**src/rtl/uart_pkg.sv**
```systemverilog
`default_nettype none
// ============================================================================
// Module      : uart_pkg
// Description : Shared definitions for the memory-mapped UART transmitter:
//               register offsets (A[3:2]), STATUS bit positions and the
//               transmit FSM state encoding.
// Revision    : 1.0 - initial release
// ============================================================================
package uart_pkg;

  // Register offsets, decoded from A[3:2]
  localparam logic [1:0] ADDR_TXDATA = 2'b00;
  localparam logic [1:0] ADDR_STATUS = 2'b01;
  localparam logic [1:0] ADDR_BAUD   = 2'b10;

  // STATUS register bit positions
  localparam int STAT_BUSY    = 0;
  localparam int STAT_FULL    = 1;
  localparam int STAT_EMPTY   = 2;
  localparam int STAT_OVF     = 3;
  localparam int STAT_CNT_LSB = 8;

  // Transmit FSM state encoding
  typedef enum logic [1:0] {
    IDLE  = 2'd0,
    START = 2'd1,
    DATA  = 2'd2,
    STOP  = 2'd3
  } tx_state_e;

endpackage
`default_nettype wire

```
**src/rtl/uart_tx_peripheral_sync_fifo.sv**
```systemverilog
`default_nettype none
// ============================================================================
// Module      : sync_fifo
// Description : Single-clock FIFO with asynchronous active-high reset.
//               dout shows the head entry combinationally (first-word
//               fall-through). A push while full is accepted only when a
//               pop happens in the same cycle.
// Ports       : clk, rst       - clock, async reset
//               push, din      - write request and data
//               pop, dout      - read request and head data
//               full, empty    - occupancy flags
//               count          - number of stored entries
// Revision    : 1.0 - initial release
// ============================================================================
module sync_fifo #(
  parameter int WIDTH = 8,
  parameter int DEPTH = 8
) (
  input  logic                     clk,
  input  logic                     rst,
  input  logic                     push,
  input  logic                     pop,
  input  logic [WIDTH-1:0]         din,
  output logic [WIDTH-1:0]         dout,
  output logic                     full,
  output logic                     empty,
  output logic [$clog2(DEPTH):0]   count
);

  localparam int AW = $clog2(DEPTH);
  localparam logic [AW-1:0] c_ptr_one = AW'(1);
  localparam logic [AW:0]   c_cnt_one = (AW + 1)'(1);

  logic [WIDTH-1:0] r_mem [DEPTH];
  logic [AW-1:0]    r_wr_ptr;
  logic [AW-1:0]    r_rd_ptr;
  logic [AW:0]      r_count;
  logic             w_do_pop;
  logic             w_do_push;

  assign empty = (r_count == '0);
  assign full  = (r_count == (AW + 1)'(DEPTH));
  assign count = r_count;
  assign dout  = r_mem[r_rd_ptr];

  assign w_do_pop  = pop && !empty;
  // A slot frees up this cycle if the head is popped, so a full FIFO can
  // still take a push alongside a pop.
  assign w_do_push = push && (!full || w_do_pop);

  always_ff @(posedge clk) begin
    if (w_do_push) begin
      r_mem[r_wr_ptr] <= din;
    end
  end

  // Pointers are AW bits wide, so they wrap modulo DEPTH on their own.
  always_ff @(posedge clk or posedge rst) begin
    if (rst) begin
      r_wr_ptr <= '0;
      r_rd_ptr <= '0;
      r_count  <= '0;
    end else begin
      if (w_do_push) r_wr_ptr <= r_wr_ptr + c_ptr_one;
      if (w_do_pop)  r_rd_ptr <= r_rd_ptr + c_ptr_one;
      if (w_do_push && !w_do_pop)      r_count <= r_count + c_cnt_one;
      else if (w_do_pop && !w_do_push) r_count <= r_count - c_cnt_one;
    end
  end

endmodule
`default_nettype wire

```
**src/rtl/uart_tx_peripheral.sv**
```systemverilog
`default_nettype none
// ============================================================================
// Module      : uart_tx_peripheral
// Description : Memory-mapped 8N1 UART transmitter. The core pushes bytes
//               into a TX FIFO; a baud-rate FSM shifts them out LSB first.
// Ports       : clk, rst  - clock, async active-high reset
//               A          - byte address, A[3:2] selects the register
//               WD, WE     - write data and write strobe
//               RD         - combinational read data
//               tx         - serial output, idles high
//               irq        - FIFO empty and transmitter idle
// Revision    : 1.0 - initial release
// ============================================================================
module uart_tx_peripheral
  import uart_pkg::*;
#(
  parameter int          FIFO_DEPTH  = 8,
  parameter logic [15:0] DEFAULT_DIV = 16'd867
) (
  input  logic        clk,
  input  logic        rst,
  input  logic [3:0]  A,
  input  logic [31:0] WD,
  input  logic        WE,
  output logic [31:0] RD,
  output logic        tx,
  output logic        irq
);

  localparam int CW = $clog2(FIFO_DEPTH) + 1;

  logic [1:0]    w_sel;
  logic          w_wr_tx;
  logic          w_wr_stat;
  logic          w_wr_baud;
  logic          w_ovf_set;
  logic [15:0]   r_baud;
  logic          r_ovf;

  logic          w_pop;
  logic [7:0]    w_dout;
  logic          w_full;
  logic          w_empty;
  logic [CW-1:0] w_count;

  tx_state_e     r_state, w_state_nxt;
  logic [15:0]   r_cnt, w_cnt_nxt;
  logic [15:0]   r_period, w_period_nxt;
  logic [7:0]    r_shift, w_shift_nxt;
  logic [2:0]    r_idx, w_idx_nxt;
  logic          r_tx, w_tx_nxt;
  logic          w_bit_done;
  logic          w_unused;

  assign w_sel     = A[3:2];
  assign w_wr_tx   = WE && (w_sel == ADDR_TXDATA);
  assign w_wr_stat = WE && (w_sel == ADDR_STATUS);
  assign w_wr_baud = WE && (w_sel == ADDR_BAUD);
  assign w_ovf_set = w_wr_tx && w_full && !w_pop;
  assign w_unused  = ^{A[1:0], WD[31:16]};

  sync_fifo #(
    .WIDTH (8),
    .DEPTH (FIFO_DEPTH)
  ) u_fifo (
    .clk   (clk),
    .rst   (rst),
    .push  (w_wr_tx),
    .pop   (w_pop),
    .din   (WD[7:0]),
    .dout  (w_dout),
    .full  (w_full),
    .empty (w_empty),
    .count (w_count)
  );

  // Register file: BAUD_DIV and the sticky overflow flag
  always_ff @(posedge clk or posedge rst) begin
    if (rst) begin
      r_baud <= DEFAULT_DIV;
      r_ovf  <= 1'b0;
    end else begin
      if (w_wr_baud) r_baud <= WD[15:0];
      if (w_ovf_set)                r_ovf <= 1'b1;
      else if (w_wr_stat && WD[3])  r_ovf <= 1'b0;
    end
  end

  always_comb begin
    RD = '0;
    case (w_sel)
      ADDR_STATUS: begin
        RD[STAT_BUSY]                 = (r_state != IDLE);
        RD[STAT_FULL]                 = w_full;
        RD[STAT_EMPTY]                = w_empty;
        RD[STAT_OVF]                  = r_ovf;
        RD[STAT_CNT_LSB +: CW]        = w_count;
      end
      ADDR_BAUD:   RD[15:0] = r_baud;
      default:     RD = '0;
    endcase
  end

  // r_period holds the divider latched at frame start, so BAUD_DIV writes
  // mid-frame only affect the next frame.
  assign w_bit_done = (r_cnt == r_period);

  always_comb begin
    w_state_nxt  = r_state;
    w_cnt_nxt    = r_cnt;
    w_period_nxt = r_period;
    w_shift_nxt  = r_shift;
    w_idx_nxt    = r_idx;
    w_tx_nxt     = r_tx;
    w_pop        = 1'b0;
    case (r_state)
      IDLE: begin
        w_tx_nxt = 1'b1;
        if (!w_empty) begin
          w_pop        = 1'b1;
          w_shift_nxt  = w_dout;
          w_period_nxt = r_baud;
          w_cnt_nxt    = '0;
          w_tx_nxt     = 1'b0;
          w_state_nxt  = START;
        end
      end
      START: begin
        if (w_bit_done) begin
          w_cnt_nxt   = '0;
          w_idx_nxt   = '0;
          w_tx_nxt    = r_shift[0];
          w_state_nxt = DATA;
        end else begin
          w_cnt_nxt = r_cnt + 16'd1;
        end
      end
      DATA: begin
        if (w_bit_done) begin
          w_cnt_nxt = '0;
          if (r_idx == 3'd7) begin
            w_tx_nxt    = 1'b1;
            w_state_nxt = STOP;
          end else begin
            // tx is registered, so it takes the bit that becomes shift[0]
            w_shift_nxt = {1'b0, r_shift[7:1]};
            w_idx_nxt   = r_idx + 3'd1;
            w_tx_nxt    = r_shift[1];
          end
        end else begin
          w_cnt_nxt = r_cnt + 16'd1;
        end
      end
      STOP: begin
        if (w_bit_done) begin
          w_cnt_nxt = '0;
          if (!w_empty) begin
            // Chain straight into the next start bit with no idle gap
            w_pop        = 1'b1;
            w_shift_nxt  = w_dout;
            w_period_nxt = r_baud;
            w_tx_nxt     = 1'b0;
            w_state_nxt  = START;
          end else begin
            w_tx_nxt    = 1'b1;
            w_state_nxt = IDLE;
          end
        end else begin
          w_cnt_nxt = r_cnt + 16'd1;
        end
      end
      default: begin
        w_tx_nxt    = 1'b1;
        w_state_nxt = IDLE;
      end
    endcase
  end

  always_ff @(posedge clk or posedge rst) begin
    if (rst) begin
      r_state  <= IDLE;
      r_cnt    <= '0;
      r_period <= '0;
      r_shift  <= '0;
      r_idx    <= '0;
      r_tx     <= 1'b1;
    end else begin
      r_state  <= w_state_nxt;
      r_cnt    <= w_cnt_nxt;
      r_period <= w_period_nxt;
      r_shift  <= w_shift_nxt;
      r_idx    <= w_idx_nxt;
      r_tx     <= w_tx_nxt;
    end
  end

  assign tx  = r_tx;
  assign irq = w_empty && (r_state == IDLE);

endmodule
`default_nettype wire
```
**config.mk**
```make
export PLATFORM = sky130hd
export DESIGN_NAME = uart_tx_peripheral
export DESIGN_NICKNAME = d
export VERILOG_FILES = /design/src/rtl/uart_pkg.sv /design/src/rtl/uart_tx_peripheral_sync_fifo.sv /design/src/rtl/uart_tx_peripheral.sv
export SDC_FILE = /design/constraint.sdc
export NUM_CORES = 1
export LEC_CHECK = 0
export BUFFER_PORTS_ARGS = -buffer_cell sky130_fd_sc_hd__buf_4
export CAP_MARGIN = 20
export CORE_MARGIN = 2
export CORE_UTILIZATION = 59
export CTS_CLUSTER_SIZE = 30
export DETAILED_ROUTE_END_ITERATION = 6
export PLACE_DENSITY = 0.91
export SLEW_MARGIN = 20
export SYNTH_ARGS = -nofsm -noshare
export SYNTH_HDL_FRONTEND = slang
export SYNTH_SLANG_ARGS = --single-unit
```
**constraint.sdc**
```tcl
create_clock -name clk -period 3.5 [get_ports clk]
set_input_delay 0 -clock clk [delete_from_list [all_inputs] [get_ports clk]]
set_output_delay 0 -clock clk [all_outputs]
set_load 0.01 [all_outputs]
```
==> flow_summary.yaml <==
die:
  rows: 38
  die_w_um: 109
  die_y_um: 109
  core_um2: 10800
  io-pin-count: 73
  dieArea_um2: 11900
  initial_core_util_pct: 60.1
setup_path:
  critPathBufInv: 2
  start_kind: "register"
  timing.critical_path.required_ps: 3920
  critical_path.most_common_cell: "ha_1"
  r2r_end: "u_fifo.count[3]"
  reg2reg_depth: 12
  crit_path_max_incr_delay_ps: 550
  rr_startpoint: "r_state[0]"
  critical-path-slowest-cell: "nor3_1"
  critPathKind: "register to register"
  cp_top_family: "adder cells"
  crit_fanout: 7
  endpoint_kind: "register"
  cp_cell_sequence: "inv_1 -> ha_1 -> nor3_1 -> a21oi_1 -> ha_1 -> inv_1 -> ha_1 -> a21o_1 -> a21oi_1 -> xnor2_1 -> nor2_1 -> xor2_1"
  r2r_slack_ps: 200
  worstPathArrival_ps: 3710
timing:
  finalHoldViolCount: 0
  worst_slack_ps: 202
  slew-limit-headroom_pct: 32.4
  rsz0062_at_grt: "false"
  setup_viol: 0
  post-route-min-period_ps: 3300
  report.final.slew_viol_count: 0
  skew_ps: 10.5
  max_freq_mhz: 303
  tightest_slew_ps: 1010
  fin_setup_tns_ps: 0
  period_share_pct: 94.2
power_and_ir_drop:
  clkPwrFrac_pct: 27.2
  combPwrFrac_pct: 33.3
  internal-power_w: 0.00401
  seq_power_share_pct: 39.5
  swShare_pct: 35.7
  irDropWorstVdd_v: 0.000651
  leakage_nw: 3.06
  total_power_w: 0.00623
  p_sw_w: 0.00222
  power_density_nw_per_um2: 815
yosys:
  synthCells: 465
  synth_top_area_cell: "edfxtp_1"
  synth_area_per_cell_um2: 14.0
  synth_async_sr_flop_share_pct: 53.3
  synth_area_leaders: "edfxtp_1, dfrtp_1, mux4_2"
  synth_seq_cells: 137
  seq_area_frac_synth_pct: 57.9
  synth-edff-count: 64
  synth_top_cell_area_share_pct: 29.6
  synth_ff_type: "dfrtp_1"
  synthDistinctLibCells: 56
  synth_warnings: 0
  syn-cell-area_um2: 6490
route:
  via_per_inst: 6.30
  dr.pass1.iters: 5
  antenna_left: 0
  drt_iter0_drc: 400
  num_vias: 4354
  post-route-drc-count: 0
  totalWireLength_um: 16100
  route.detailed.wl_per_inst_um: 23.3
clock_network:
  clkTransAtPathRegs_ps: 70
  cts_tree: "done"
  root_buffer: "clkbuf_8"
  clk_latency_ps: 540
  clkSinkCount: 137
  ctsHtreeMaxLevel: 4
  clockBufferDepth: 2
  cts_buffers: 17
grt:
  grt_pass1_wl_um: 25200
  overflow: 0
  grt_pass1_vias: 4396
  grt_max_degree: 48
  grtUsageTotal_pct: 29.7
  antenna_found_initial: 0
layout:
  layout_common_cells: "dfrtp_1, edfxtp_1, buf_4"
  drive_gt1_share_pct: 28.7
  final_nets: 595
  diodes: 0
  fin_util_pct: 70.9
  synthToLayoutAreaGrowth_pct: 17.8
  final_common_cell: "dfrtp_1"
  fillers: 602
job:
  drv_cap: 0
place:
  place.port_buffers: 38
  pre_cts_ws_ps: 237
  place.gp.congestion: 0.814
  dp_hpwl_um: 9050
outcome:
  status: "complete, no violations"
min_path:
  hold_class: "primary input to async pin"
final cells by class:
class,instances,area (µm²),area share (%)
Sequential cell,137,3760,49.1
Multi-Input combinational cell,295,2530,33.1
Timing Repair Buffer,72,586,7.66
Clock buffer,17,414,5.42
Tap cell,140,175,2.29
Clock inverter,15,129,1.69
Inverter,15,57.6,0.753
through the flow:
step	instances	area, µm²	hold slack (ps)
6_report	691	7650	142
5_1_grt	691	7650	213
4_1_cts	689	7630	193
3_5_place_dp	639	6900	239
3_3_place_gp	639	6900	234
2_1_floorplan	480	6550	98.9
tightest hold or removal path: stages:
cell	delay (ps)
dlygate4sd3_1	530
buf_4	130
clkinv_2	510
flip-flops by register name, summed over array words and instances, names as in the netlist, 4 cells and up:
| register | cells |
|---|---|
| r_shift | 8 |
| u_fifo.r_mem | 64 |
| r_cnt | 16 |
| r_baud | 16 |
| r_period | 16 |
| u_fifo.count | 4 |
cell usage after synthesis (3+ instances only):
library cell  number
a22oi_1            8
xnor2_1           31
nor2_1            22
nor3_1             8
mux2_2            31
dfstp_2            7
a21oi_1            8
and3_1             3
and2_1            10
nor4_1             4
dfrtp_1           66
mux4_2            16
buf_4             17
nand2_1           24
mux2_1             4
nand3_1            7
o21ai_0           11
mux2i_1            8
nand4_1            8
nor2b_1           10
inv_1             14
edfxtp_1          64
a22o_1             4
clkbuf_1           7
mux2_4             9
xor2_1             6
ha_1              17
buf_2              6
metal layers:
layer | share of wire [%] | vias up | global-route usage (%)
met5 | 0 | - | 0
met4 | 5.3 | 0 | 14.7
met3 | 8.0 | 76 | 8.37
met2 | 49 | 307 | 46.5
met1 | 38 | 2138 | 38.1
li1 | - | 1833 | -
cell families after synthesis:
family,count (synthesis),share of synthesized area (%)
simple gates,106,9.04
compound gates,50,5.40
mux,68,14.9
xor+xnor,37,4.99
other cells,1,0.0578
fa+ha+maj,18,3.59
flops,137,57.9
buf+inv,48,4.11
power by group through the flow:
stage	Combinational (W)	Clock (W)	Sequential, W
floorplan	0.00165	0	0.00228
global placement	0.00182	0	0.00242
detailed placement	0.00193	0	0.00245
CTS	0.00200	0.00167	0.00244
global route	0.00223	0.00175	0.00250
finish	0.00207	0.00169	0.00246
worst max-delay path by stage:
stage | start | endpoint | cells after the start
after global placement | u_fifo.count[0] | u_fifo.count[3] | 11
after CTS | u_fifo.count[0] | u_fifo.count[3] | 11
final | r_state[0] | u_fifo.count[3] | 12
after global routing | r_state[0] | u_fifo.count[3] | 12
after detailed placement | u_fifo.count[0] | u_fifo.count[3] | 11
after floorplan | r_cnt[3] | u_fifo.count[3] | 15
repair_timing:
item	in CTS	in global routing
buffers inserted	0	2
hold buffers	18	0
gates resized for setup	0	1
hold endpoints to repair	125	0
setup endpoints to repair	0	1
Power figures use the tool's default switching activity.
